## config.mk

```make
export PLATFORM = sky130hd
export DESIGN_NAME = one_unit_acc4
export DESIGN_NICKNAME = d
export VERILOG_FILES = /design/src/rtl/one_unit_pkg.sv /design/src/rtl/one_unit_acc_lane.sv /design/src/rtl/one_unit_acc4.sv
export SDC_FILE = /design/constraint.sdc
export NUM_CORES = 2
export LEC_CHECK = 0
export CORE_AREA = 2 2 225 227
export DETAILED_ROUTE_END_ITERATION = 10
export DIE_AREA = 0 0 227 229
export PLACE_DENSITY = 0.89
export SLEW_MARGIN = 20
export SYNTH_ARGS = -nofsm -noshare
export SYNTH_HDL_FRONTEND = slang
export SYNTH_SLANG_ARGS = --single-unit
```

## constraint.sdc

```tcl
create_clock -name clk_acc -period 34 [get_ports clk_acc]
set_input_delay 3.4 -clock clk_acc [delete_from_list [all_inputs] [get_ports clk_acc]]
set_output_delay 3.4 -clock clk_acc [all_outputs]
set_load 0.03 [all_outputs]
```

## src/rtl/one_unit_pkg.sv

```systemverilog
// one_unit_pkg -- definitions shared by the one_unit datapath blocks
// (the multiply stage and the accumulate/update stage).
//   DATA_W / FRAC_W : Q13 sample and weight format (26 bits, 13 fractional)
//   ACC_W           : accumulator width, wide enough for 4096 full-scale samples
//   SAT_MAX/SAT_MIN : clipping limits of a 26-bit signed result
//   acc_state_t     : state encoding of the accumulate/update FSM
package one_unit_pkg;

    localparam int DATA_W = 26;
    localparam int FRAC_W = 13;
    localparam int ACC_W  = 40;

    localparam logic signed [ACC_W-1:0] SAT_MAX = 40'sd33554431;
    localparam logic signed [ACC_W-1:0] SAT_MIN = -40'sd33554432;

    typedef enum logic [1:0] {
        ST_IDLE  = 2'd0,
        ST_ACC   = 2'd1,
        ST_FINAL = 2'd2,
        ST_DONE  = 2'd3
    } acc_state_t;

    // Sign-extend one Q13 data word to accumulator width.
    function automatic logic signed [ACC_W-1:0] sext_data(input logic signed [DATA_W-1:0] d);
        return {{(ACC_W-DATA_W){d[DATA_W-1]}}, d};
    endfunction

endpackage

```

## src/rtl/one_unit_acc_lane.sv

```systemverilog
// one_unit_acc_lane -- one lane of the averaging weight update.
// Holds the lane accumulator, the weight latched at start, and the
// registered new weight. Result = sat((acc >>> LOG_N) - 3*w_latched).
// Ports:
//   clk_acc, rst_acc : clock, asynchronous active-high reset
//   i_clear          : clear accumulator and latch i_w (start accepted)
//   i_w              : current weight, Q13
//   i_acc_en         : add i_d into the accumulator this cycle
//   i_d              : sample, Q13
//   i_final          : register the saturated result into o_wn
//   o_wn             : new weight, held until the next i_final
//   o_clip           : combinational, result currently needs clipping
module one_unit_acc_lane
    import one_unit_pkg::*;
#(
    parameter int LOG_N = 10
) (
    input  logic                     clk_acc,
    input  logic                     rst_acc,
    input  logic                     i_clear,
    input  logic signed [DATA_W-1:0] i_w,
    input  logic                     i_acc_en,
    input  logic signed [DATA_W-1:0] i_d,
    input  logic                     i_final,
    output logic signed [DATA_W-1:0] o_wn,
    output logic                     o_clip
);

    localparam logic signed [DATA_W-1:0] MAX_OUT = SAT_MAX[DATA_W-1:0];
    localparam logic signed [DATA_W-1:0] MIN_OUT = SAT_MIN[DATA_W-1:0];

    logic signed [ACC_W-1:0]  r_acc;
    logic signed [DATA_W-1:0] r_w;
    logic signed [DATA_W-1:0] r_wn;

    logic signed [ACC_W-1:0]  w_mean;
    logic signed [ACC_W-1:0]  w_w_ext;
    logic signed [ACC_W-1:0]  w_w3;
    logic signed [ACC_W-1:0]  w_diff;
    logic signed [DATA_W-1:0] w_sat;
    logic                     w_hi;
    logic                     w_lo;

    // Arithmetic shift gives the floor of the mean, also for negative sums.
    assign w_mean  = r_acc >>> LOG_N;
    assign w_w_ext = sext_data(r_w);
    assign w_w3    = (w_w_ext <<< 1) + w_w_ext;
    assign w_diff  = w_mean - w_w3;

    assign w_hi   = (w_diff > SAT_MAX);
    assign w_lo   = (w_diff < SAT_MIN);
    assign o_clip = w_hi | w_lo;
    assign w_sat  = w_hi ? MAX_OUT : (w_lo ? MIN_OUT : w_diff[DATA_W-1:0]);

    always_ff @(posedge clk_acc or posedge rst_acc) begin
        if (rst_acc) begin
            r_acc <= '0;
            r_w   <= '0;
            r_wn  <= '0;
        end else begin
            if (i_clear) begin
                r_acc <= '0;
                r_w   <= i_w;
            end else if (i_acc_en) begin
                r_acc <= r_acc + sext_data(i_d);
            end
            if (i_final) begin
                r_wn <= w_sat;
            end
        end
    end

    assign o_wn = r_wn;

endmodule

```

## src/rtl/one_unit_acc4.sv

```systemverilog
// one_unit_acc4 -- averages N = 2^LOG_N four-lane samples and produces the
// updated weight vector wn = sat(mean(d) - 3*w).
// Ports:
//   clk_acc, rst_acc : clock, asynchronous active-high reset
//   start            : begins an iteration (sampled only in IDLE)
//   w1..w4           : weight vector, latched on start
//   in_valid, d1..d4 : sample stream (accepted only in ACC)
//   busy             : high in every state except IDLE
//   out_valid        : one-cycle pulse (DONE) marking wn1..wn4 updated
//   wn1..wn4         : new weights, held between updates
//   sat              : some lane clipped in the last update
module one_unit_acc4
    import one_unit_pkg::*;
#(
    parameter int LOG_N = 10
) (
    input  logic                     clk_acc,
    input  logic                     rst_acc,
    input  logic                     start,
    input  logic signed [DATA_W-1:0] w1,
    input  logic signed [DATA_W-1:0] w2,
    input  logic signed [DATA_W-1:0] w3,
    input  logic signed [DATA_W-1:0] w4,
    input  logic                     in_valid,
    input  logic signed [DATA_W-1:0] d1,
    input  logic signed [DATA_W-1:0] d2,
    input  logic signed [DATA_W-1:0] d3,
    input  logic signed [DATA_W-1:0] d4,
    output logic                     busy,
    output logic                     out_valid,
    output logic signed [DATA_W-1:0] wn1,
    output logic signed [DATA_W-1:0] wn2,
    output logic signed [DATA_W-1:0] wn3,
    output logic signed [DATA_W-1:0] wn4,
    output logic                     sat
);

    acc_state_t       r_state;
    logic [LOG_N-1:0] r_cnt;
    logic             r_busy;
    logic             r_out_valid;
    logic             r_sat;

    logic                     w_clear;
    logic                     w_acc_en;
    logic                     w_final;
    logic [3:0]               w_clip;
    logic signed [DATA_W-1:0] w_w  [4];
    logic signed [DATA_W-1:0] w_d  [4];
    logic signed [DATA_W-1:0] w_wn [4];

    assign w_w[0] = w1;
    assign w_w[1] = w2;
    assign w_w[2] = w3;
    assign w_w[3] = w4;
    assign w_d[0] = d1;
    assign w_d[1] = d2;
    assign w_d[2] = d3;
    assign w_d[3] = d4;

    assign w_clear  = (r_state == ST_IDLE) && start;
    assign w_acc_en = (r_state == ST_ACC) && in_valid;
    assign w_final  = (r_state == ST_FINAL);

    genvar gi;
    generate
        for (gi = 0; gi < 4; gi++) begin : g_lane
            one_unit_acc_lane #(.LOG_N(LOG_N)) u_lane (
                .clk_acc  (clk_acc),
                .rst_acc  (rst_acc),
                .i_clear  (w_clear),
                .i_w      (w_w[gi]),
                .i_acc_en (w_acc_en),
                .i_d      (w_d[gi]),
                .i_final  (w_final),
                .o_wn     (w_wn[gi]),
                .o_clip   (w_clip[gi])
            );
        end
    endgenerate

    always_ff @(posedge clk_acc or posedge rst_acc) begin
        if (rst_acc) begin
            r_state     <= ST_IDLE;
            r_cnt       <= '0;
            r_busy      <= 1'b0;
            r_out_valid <= 1'b0;
            r_sat       <= 1'b0;
        end else begin
            r_out_valid <= 1'b0;
            case (r_state)
                ST_IDLE: begin
                    if (start) begin
                        r_cnt   <= '0;
                        r_sat   <= 1'b0;
                        r_busy  <= 1'b1;
                        r_state <= ST_ACC;
                    end
                end
                ST_ACC: begin
                    if (in_valid) begin
                        r_cnt <= r_cnt + LOG_N'(1);
                        // Counter is all ones exactly at sample N-1.
                        if (&r_cnt) begin
                            r_state <= ST_FINAL;
                        end
                    end
                end
                ST_FINAL: begin
                    r_sat       <= |w_clip;
                    r_out_valid <= 1'b1;
                    r_state     <= ST_DONE;
                end
                default: begin
                    r_busy  <= 1'b0;
                    r_state <= ST_IDLE;
                end
            endcase
        end
    end

    assign busy      = r_busy;
    assign out_valid = r_out_valid;
    assign sat       = r_sat;
    assign wn1       = w_wn[0];
    assign wn2       = w_wn[1];
    assign wn3       = w_wn[2];
    assign wn4       = w_wn[3];

endmodule

```

# Word level (Yosys, flattened, before mapping)
# Cells that the tools add are included.
[totals] out_inout_bits=107 reg_bits=383 elab_cells=89
[classes] order_cmp=8 n_reduce_logical=13 n_eq_ne=5 mux=28 add_sub_neg=13 n_bitwise=5
[op_table] cell="$mux W40" count=8
[op_table] cell="$mux W26" count=8
[op_table] cell="$add A40 B26 Y40" count=4
[op_table] cell="$gt A40 B26 Y1 const B" count=4
[op_table] cell="$lt A40 B26 Y1 const B" count=4
[op_table] cell="$sub A30 B28 Y31" count=4
[op_table] cell="$add A27 B26 Y28" count=4
[op_table] cell="$mux W10" count=2
[op_table] cell="$pmux W10 S2" count=1
[op_table] cell="$add A10 B1 Y10 const B" count=1
[op_table] cell="$reduce_and A10 Y1" count=1
[op_table] cell="$mux W2" count=3
[op_table] cell="$pmux W2 S3" count=1
[op_table] cell="$reduce_and A3 Y1" count=2
[op_table] cell="$reduce_bool A2 Y1" count=3
[op_table] cell="$ne A2 B2 Y1 const B" count=2
[op_table] cell="$or A1 B1 Y1" count=4
[op_table] cell="$pmux W1 S2" count=2
[op_table] cell="$reduce_and A2 Y1" count=2
[op_table] cell="$reduce_or A4 Y1" count=1
[op_table] cell="$mux W1" count=3
[op_table] cell="$eq A2 B1 Y1 const B" count=1
[op_table] cell="$eq A2 B2 Y1 const B" count=1
[op_table] cell="$logic_and A1 B1 Y1" count=2
[op_table] cell="other kinds (4)" count=4

# Logic depth before layout (Yosys ltp)
[depth] ltp_word=6 ltp_mapped=16 mapped_depth_nobuf=15

# Modules after synthesis
# Synthesis repeated with hierarchy kept, for this count alone.
[hier_totals] hier_cells=3731 hier_area_um2=32944.1
[by_module_without_submodules] module="one_unit_acc_lane at g_lane[3].u_lane" cells_each=948 n_inst=1 area_per_inst_um2=8275.4 seq_area_each_um2=2302.2
[by_module_without_submodules] module="one_unit_acc_lane at g_lane[0].u_lane" cells_each=898 n_inst=1 area_per_inst_um2=7983.9 seq_area_each_um2=2302.2
[by_module_without_submodules] module="one_unit_acc_lane at g_lane[2].u_lane" cells_each=893 n_inst=1 area_per_inst_um2=7952.6 seq_area_each_um2=2302.2
[by_module_without_submodules] module="one_unit_acc_lane at g_lane[1].u_lane" cells_each=908 n_inst=1 area_per_inst_um2=7896.3 seq_area_each_um2=2302.2
[by_module_without_submodules] module="one_unit_acc4" cells_each=84 n_inst=1 area_per_inst_um2=835.8 seq_area_each_um2=375.4

# Worst setup path before layout
# No wires, ideal clock.
[synth_timing] path_kind="input port to flip-flop" from="input d2[1]" to="register g_lane[1].u_lane.r_acc[39]" required_ns=33.922 setup_time_ns=0.078 path_buffers=0 cell_stages=12 slack_ns=27.822 arrival_ns=6.100 path_cell_list="ha_1 a211oi_1 o2111ai_1 a222oi_1 nand2_1 a311oi_1 a211oi_1 nand3b_1 a41o_1 mux2i_1 or3_1 a21oi_1"
[synth_via] elab_chain_cells=3
[synth_lines] element="from (decl)" line="one_unit_acc4.sv:26" rtl="input logic signed [DATA_W-1:0] d2,"
[synth_lines] element="$add A40 B26 Y40" line="one_unit_acc_lane.sv:65" rtl="r_acc <= r_acc + sext_data(i_d);"
[synth_lines] element="$mux W40" line="one_unit_acc_lane.sv:64" rtl="end else if (i_acc_en) begin"
[synth_lines] element="$mux W40" line="one_unit_acc_lane.sv:61" rtl="if (i_clear) begin"
[synth_lines] element="to (signal assigned)" line="one_unit_acc_lane.sv:65"
[synth_lines] element="to (decl)" line="one_unit_acc_lane.sv:32" rtl="logic signed [ACC_W-1:0] r_acc;"
# Every way passes these cells. The select of a mux whose other input is x is not followed.
# A chain may end at the register's enable or synchronous reset.

# Worst setup path after layout
[layout_timing] from="input d4[0]" to="register g_lane[3].u_lane.r_acc[36]"
[layout_via] elab_chain_cells=3
[layout_lines] element="from (decl)" line="one_unit_acc4.sv:28" rtl="input logic signed [DATA_W-1:0] d4,"
[layout_lines] element="$add A40 B26 Y40" line="one_unit_acc_lane.sv:65"
[layout_lines] element="$mux W40" line="one_unit_acc_lane.sv:64"
[layout_lines] element="$mux W40" line="one_unit_acc_lane.sv:61"
[layout_lines] element="to (signal assigned)" line="one_unit_acc_lane.sv:65"
[layout_lines] element="to (decl)" line="one_unit_acc_lane.sv:32"
# Every way passes these cells. The select of a mux whose other input is x is not followed.

==> impl_summary.log <==
INFO  metric worst_ep_arrival_time = 7.30 ns
INFO  metric syn_inst = between 3000 and 4000
INFO  metric netlist_area = between 0.03 and 0.04 sq mm
INFO  metric finalMaxSlewViolations = 0
INFO  metric post_cts_resize_count = 0
INFO  metric max-clock-path-buffers = 3
INFO  metric async_flop_share = 100%
INFO  metric commonest_register_cell_after_synthesis = sky130_fd_sc_hd__dfrtp_1
INFO  metric max-cap-violations = 0
INFO  metric synth-seq-cells = about 380
INFO  metric fp.coreArea = roughly 0.050 sq mm
INFO  metric critical-path-top-delay-family = compound AO/OA/AOI/OAI gates
INFO  metric clk-insertion-delay-late = 0.58 ns
INFO  metric synth-warning-count = 0
INFO  metric post_synth_num_cell_types = 89
INFO  metric num_vias = about 28000
INFO  metric hold_violations = 0
INFO  metric synth_edf_count = 0
INFO  metric finalWirelength = just over 80 mm
INFO  metric grt_pass1_vias = about 27000
INFO  metric gr-total-overflow = 0
INFO  metric crit_buf_inv = 2
INFO  metric buffer_ports.inserted = 318
INFO  metric clkSinkCount = 383
INFO  metric r2r-end = g_lane[2].u_lane.o_wn[23]
INFO  metric tightestPinTransition = 1.12 ns
INFO  metric nets = roughly 4500
INFO  metric cts_tree = built
INFO  metric initial_utilization = 62.1%
INFO  metric worst_clock_skew = approximately 0.011 ns
INFO  metric drtPass1Iterations = 6
INFO  metric post_route_cells_drive_above_1_share = 3.18%
INFO  metric grt_start_max_net_pins = 117
INFO  metric reg2regPathDepth = 14
INFO  metric clk_slew_on_worst_s_h_paths = 0.06 ns
INFO  metric seq_area_frac_synth = 31.1%
INFO  metric worst-setup-path-type = input pin to register
INFO  metric n_fill_cell = 3768
INFO  metric global_placer_s_final_weighted_congestion = 0.933
INFO  metric antenna_violations_before_repair = 4
INFO  metric cts_root_buf = sky130_fd_sc_hd__clkbuf_16
INFO  metric i_o_pin_cnt = 319
INFO  metric htree_num_levels = 2
INFO  metric drt-vias-per-instance = 6.01
INFO  metric holdPathEnd = g_lane[0].u_lane.o_wn[25]
INFO  metric grt_setup_unrepaired = false
INFO  metric totalNegativeSetupSlack = 0 ns
INFO  metric initialDrtViolationCount = 1904
INFO  metric cp_max_fo = 5
INFO  metric min_period_over_period = 20.1%
INFO  metric dr_wl_cell = 17.9 microns
INFO  metric min_delay_path_depth = 2
INFO  metric hold_class = register to register
INFO  metric setup_violations = 0
INFO  metric period_needed = 6.83 ns
INFO  metric cts_setup_buffers = 0
INFO  metric worst_setup_path_end_kind = register
INFO  metric cts-hold-fix-buffers = 0
INFO  metric slew_limit_headroom = 25.1%
INFO  metric r2r_slack = 28.72 ns
INFO  metric grt_first_pass_wirelength = 135 mm
INFO  metric area_growth_syn_to_layout = 16.5%
INFO  metric path_cells = clkdlybuf4s50_1 > ha_1 > inv_1 > fa_1 > nor2b_1 > o21ai_0 > a21boi_0 > o21ai_0 > a21boi_0 > o31a_1 > o221ai_1 > o31ai_1 > nand3_1 > nor3b_1 > o41ai_1
INFO  metric startpoint_type = input pin
INFO  metric synth.net_count = 4257
INFO  metric detail_route.drc_violations = 0
INFO  metric die_h = between 200 and 250 microns
INFO  metric critPathMaxStageDelay = 0.55 ns
INFO  metric groute.usage.overall = 31.8%
INFO  metric achievable-frequency = 146 MHz
INFO  metric crit_reg_reg_startpoint = g_lane[2].u_lane.r_w[1]
INFO  metric crit_slowest_cell = sky130_fd_sc_hd__o31ai_1
INFO  metric place_hpwl = 59.4 mm
INFO  metric hp-start = g_lane[0].u_lane.o_wn[25]
INFO  metric run_status = completed
INFO  metric tritoncts.num_buffers = 45
INFO  metric route.antenna.remaining_nets = 0
INFO  metric num_rows = 82
INFO  metric data_required_time_of_the_critical_path = 34.47 ns
INFO  metric die_x = 227 microns
INFO  metric postSynthAreaPerCell = ~8.4 sq um
INFO  metric floorplan.die_area = 0.0520 sq mm
[per-stage QoR]
step / hold WS, ns / instance area (sq um) / util (%) / setup WS [ns] / instances
floorplan: 0.473 / 30800 / - / 19.96 / 3651
global placement: 0.488 / 34500 / 69.6 / 26.72 / 4532
detailed placement: 0.497 / 34500 / 69.6 / 26.62 / 4532
CTS: 0.511 / 35900 / 72.3 / 27.22 / 4606
global route: 0.541 / 35900 / 72.4 / 26.95 / 4607
finish: 0.506 / 35900 / 72.4 / 27.17 / 4608
[metal layers]
metal  GRT usage (%)  wire length (microns)  up-vias
met5               0                     32        -
met4            12.7                   3010        6
met3            5.16                   5280      200
met2            52.2                  38900      849
met1            42.0                  35100    13238
li1                -                      -    13385
[kinds of logic (layout without fill, tap and decap cells)]
| kind of cell | count (synthesis) | in the layout | share of synthesized area, % |
|---|---|---|---|
| AO/OA/AOI/OAI | 1161 | 1161 | 23.2 |
| other | 0 | 1 | 0 |
| AND/OR/NAND/NOR | 1123 | 1123 | 16.2 |
| XOR/XNOR | 215 | 215 | 6.11 |
| multiplexers | 13 | 13 | 0.438 |
| buffers and inverters | 362 | 646 | 4.48 |
| flip-flops | 383 | 383 | 31.1 |
| adder cells (fa/ha/maj) | 394 | 394 | 18.5 |
[flip-flops by register name, indices dropped and copies added (netlist names)]
name	cells
busy	1
g_lane.u_lane.o_wn	104
g_lane.u_lane.r_acc	160
g_lane.u_lane.r_w	104
out_valid	1
r_cnt	10
r_state	2
sat	1
[layout by cell type (no fill, tap or decap), types with 29 or more instances in the layout]
cell,instances
sky130_fd_sc_hd__ha_1,289
sky130_fd_sc_hd__nor3_1,54
sky130_fd_sc_hd__fa_1,104
sky130_fd_sc_hd__dfrtp_1,383
sky130_fd_sc_hd__clkbuf_16,45
sky130_fd_sc_hd__nor2b_1,30
sky130_fd_sc_hd__a21o_1,132
sky130_fd_sc_hd__o21bai_1,38
sky130_fd_sc_hd__nor2_1,255
sky130_fd_sc_hd__nand4_1,32
sky130_fd_sc_hd__xnor2_1,138
sky130_fd_sc_hd__a31oi_1,29
sky130_fd_sc_hd__a211oi_1,45
sky130_fd_sc_hd__o211ai_1,33
sky130_fd_sc_hd__clkdlybuf4s50_1,318
sky130_fd_sc_hd__xor2_1,77
sky130_fd_sc_hd__nand2_1,530
sky130_fd_sc_hd__o21ai_0,243
sky130_fd_sc_hd__a21oi_1,451
sky130_fd_sc_hd__o21a_1,29
sky130_fd_sc_hd__inv_1,237
sky130_fd_sc_hd__nand3_1,63
[worst max-delay path by stage]
| stage | start | slack, ns | cells after the start | to |
|---|---|---|---|---|
| CTS | d4[0] | 27.22 | 15 | g_lane[3].u_lane.r_acc[36] |
| finish | d4[0] | 27.17 | 15 | g_lane[3].u_lane.r_acc[36] |
| detailed placement | d4[0] | 26.62 | 15 | g_lane[3].u_lane.r_acc[36] |
| global route | d4[0] | 26.95 | 15 | g_lane[3].u_lane.r_acc[36] |
| floorplan | rst_acc | 19.96 | 1 | busy |
| global placement | d4[0] | 26.72 | 15 | g_lane[3].u_lane.r_acc[36] |
[synth_stat cells (9+ instances only)]
| cell type | n | share of area (%) |
|---|---|---|
| sky130_fd_sc_hd__nand2_1 | 532 | 6.5 |
| sky130_fd_sc_hd__a21oi_1 | 451 | 7.3 |
| sky130_fd_sc_hd__dfrtp_1 | 383 | 31 |
| sky130_fd_sc_hd__ha_1 | 290 | 12 |
| sky130_fd_sc_hd__nor2_1 | 258 | 3.1 |
| sky130_fd_sc_hd__o21ai_0 | 243 | 3.9 |
| sky130_fd_sc_hd__inv_1 | 238 | 2.9 |
| sky130_fd_sc_hd__xnor2_1 | 138 | 3.9 |
| sky130_fd_sc_hd__a21o_1 | 132 | 3.2 |
| sky130_fd_sc_hd__fa_1 | 104 | 6.8 |
| sky130_fd_sc_hd__clkbuf_1 | 103 | 1.3 |
| sky130_fd_sc_hd__xor2_1 | 77 | 2.2 |
| sky130_fd_sc_hd__nand3_1 | 63 | 1.0 |
| sky130_fd_sc_hd__nor3_1 | 54 | 0.88 |
| sky130_fd_sc_hd__a211oi_1 | 45 | 1.1 |
| sky130_fd_sc_hd__o21bai_1 | 38 | 0.92 |
| sky130_fd_sc_hd__o211ai_1 | 33 | 0.80 |
| sky130_fd_sc_hd__nand4_1 | 32 | 0.65 |
| sky130_fd_sc_hd__nor2b_1 | 30 | 0.61 |
| sky130_fd_sc_hd__a31oi_1 | 29 | 0.59 |
| sky130_fd_sc_hd__o21a_1 | 29 | 0.71 |
| sky130_fd_sc_hd__and3_1 | 24 | 0.49 |
| sky130_fd_sc_hd__nand2b_1 | 24 | 0.49 |
| sky130_fd_sc_hd__or3_1 | 22 | 0.45 |
| sky130_fd_sc_hd__and2_1 | 19 | 0.39 |
| sky130_fd_sc_hd__o31ai_1 | 18 | 0.44 |
| sky130_fd_sc_hd__a22o_1 | 15 | 0.43 |
| sky130_fd_sc_hd__a21boi_0 | 14 | 0.34 |
| sky130_fd_sc_hd__nand3b_1 | 14 | 0.34 |
| sky130_fd_sc_hd__buf_2 | 13 | 0.21 |
| sky130_fd_sc_hd__nor3b_1 | 11 | 0.27 |
| sky130_fd_sc_hd__a211o_1 | 10 | 0.28 |
| sky130_fd_sc_hd__a2111oi_0 | 9 | 0.26 |
| sky130_fd_sc_hd__mux2i_1 | 9 | 0.29 |
[layout make-up]
type	instances	area, sq um	area share (%)
Antenna cell	1	2.50	0.00696
Clock buffer	66	1280	3.58
Clock inverter	8	92.6	0.258
Inverter	238	901	2.51
Multi-Input combinational cell	2906	19900	55.4
Sequential cell	383	9580	26.7
Tap cell	672	841	2.34
Timing Repair Buffer	334	3310	9.21
[tightest hold or removal path: cells and delay by family (launching register included)]
kind             cells  cell delay (ns)
AND/OR/NAND/NOR      2             0.12
flip-flops           1             0.34
Power is not shown: default switching activity piles up to over one toggle a cycle in this logic, so the estimate is an artifact.
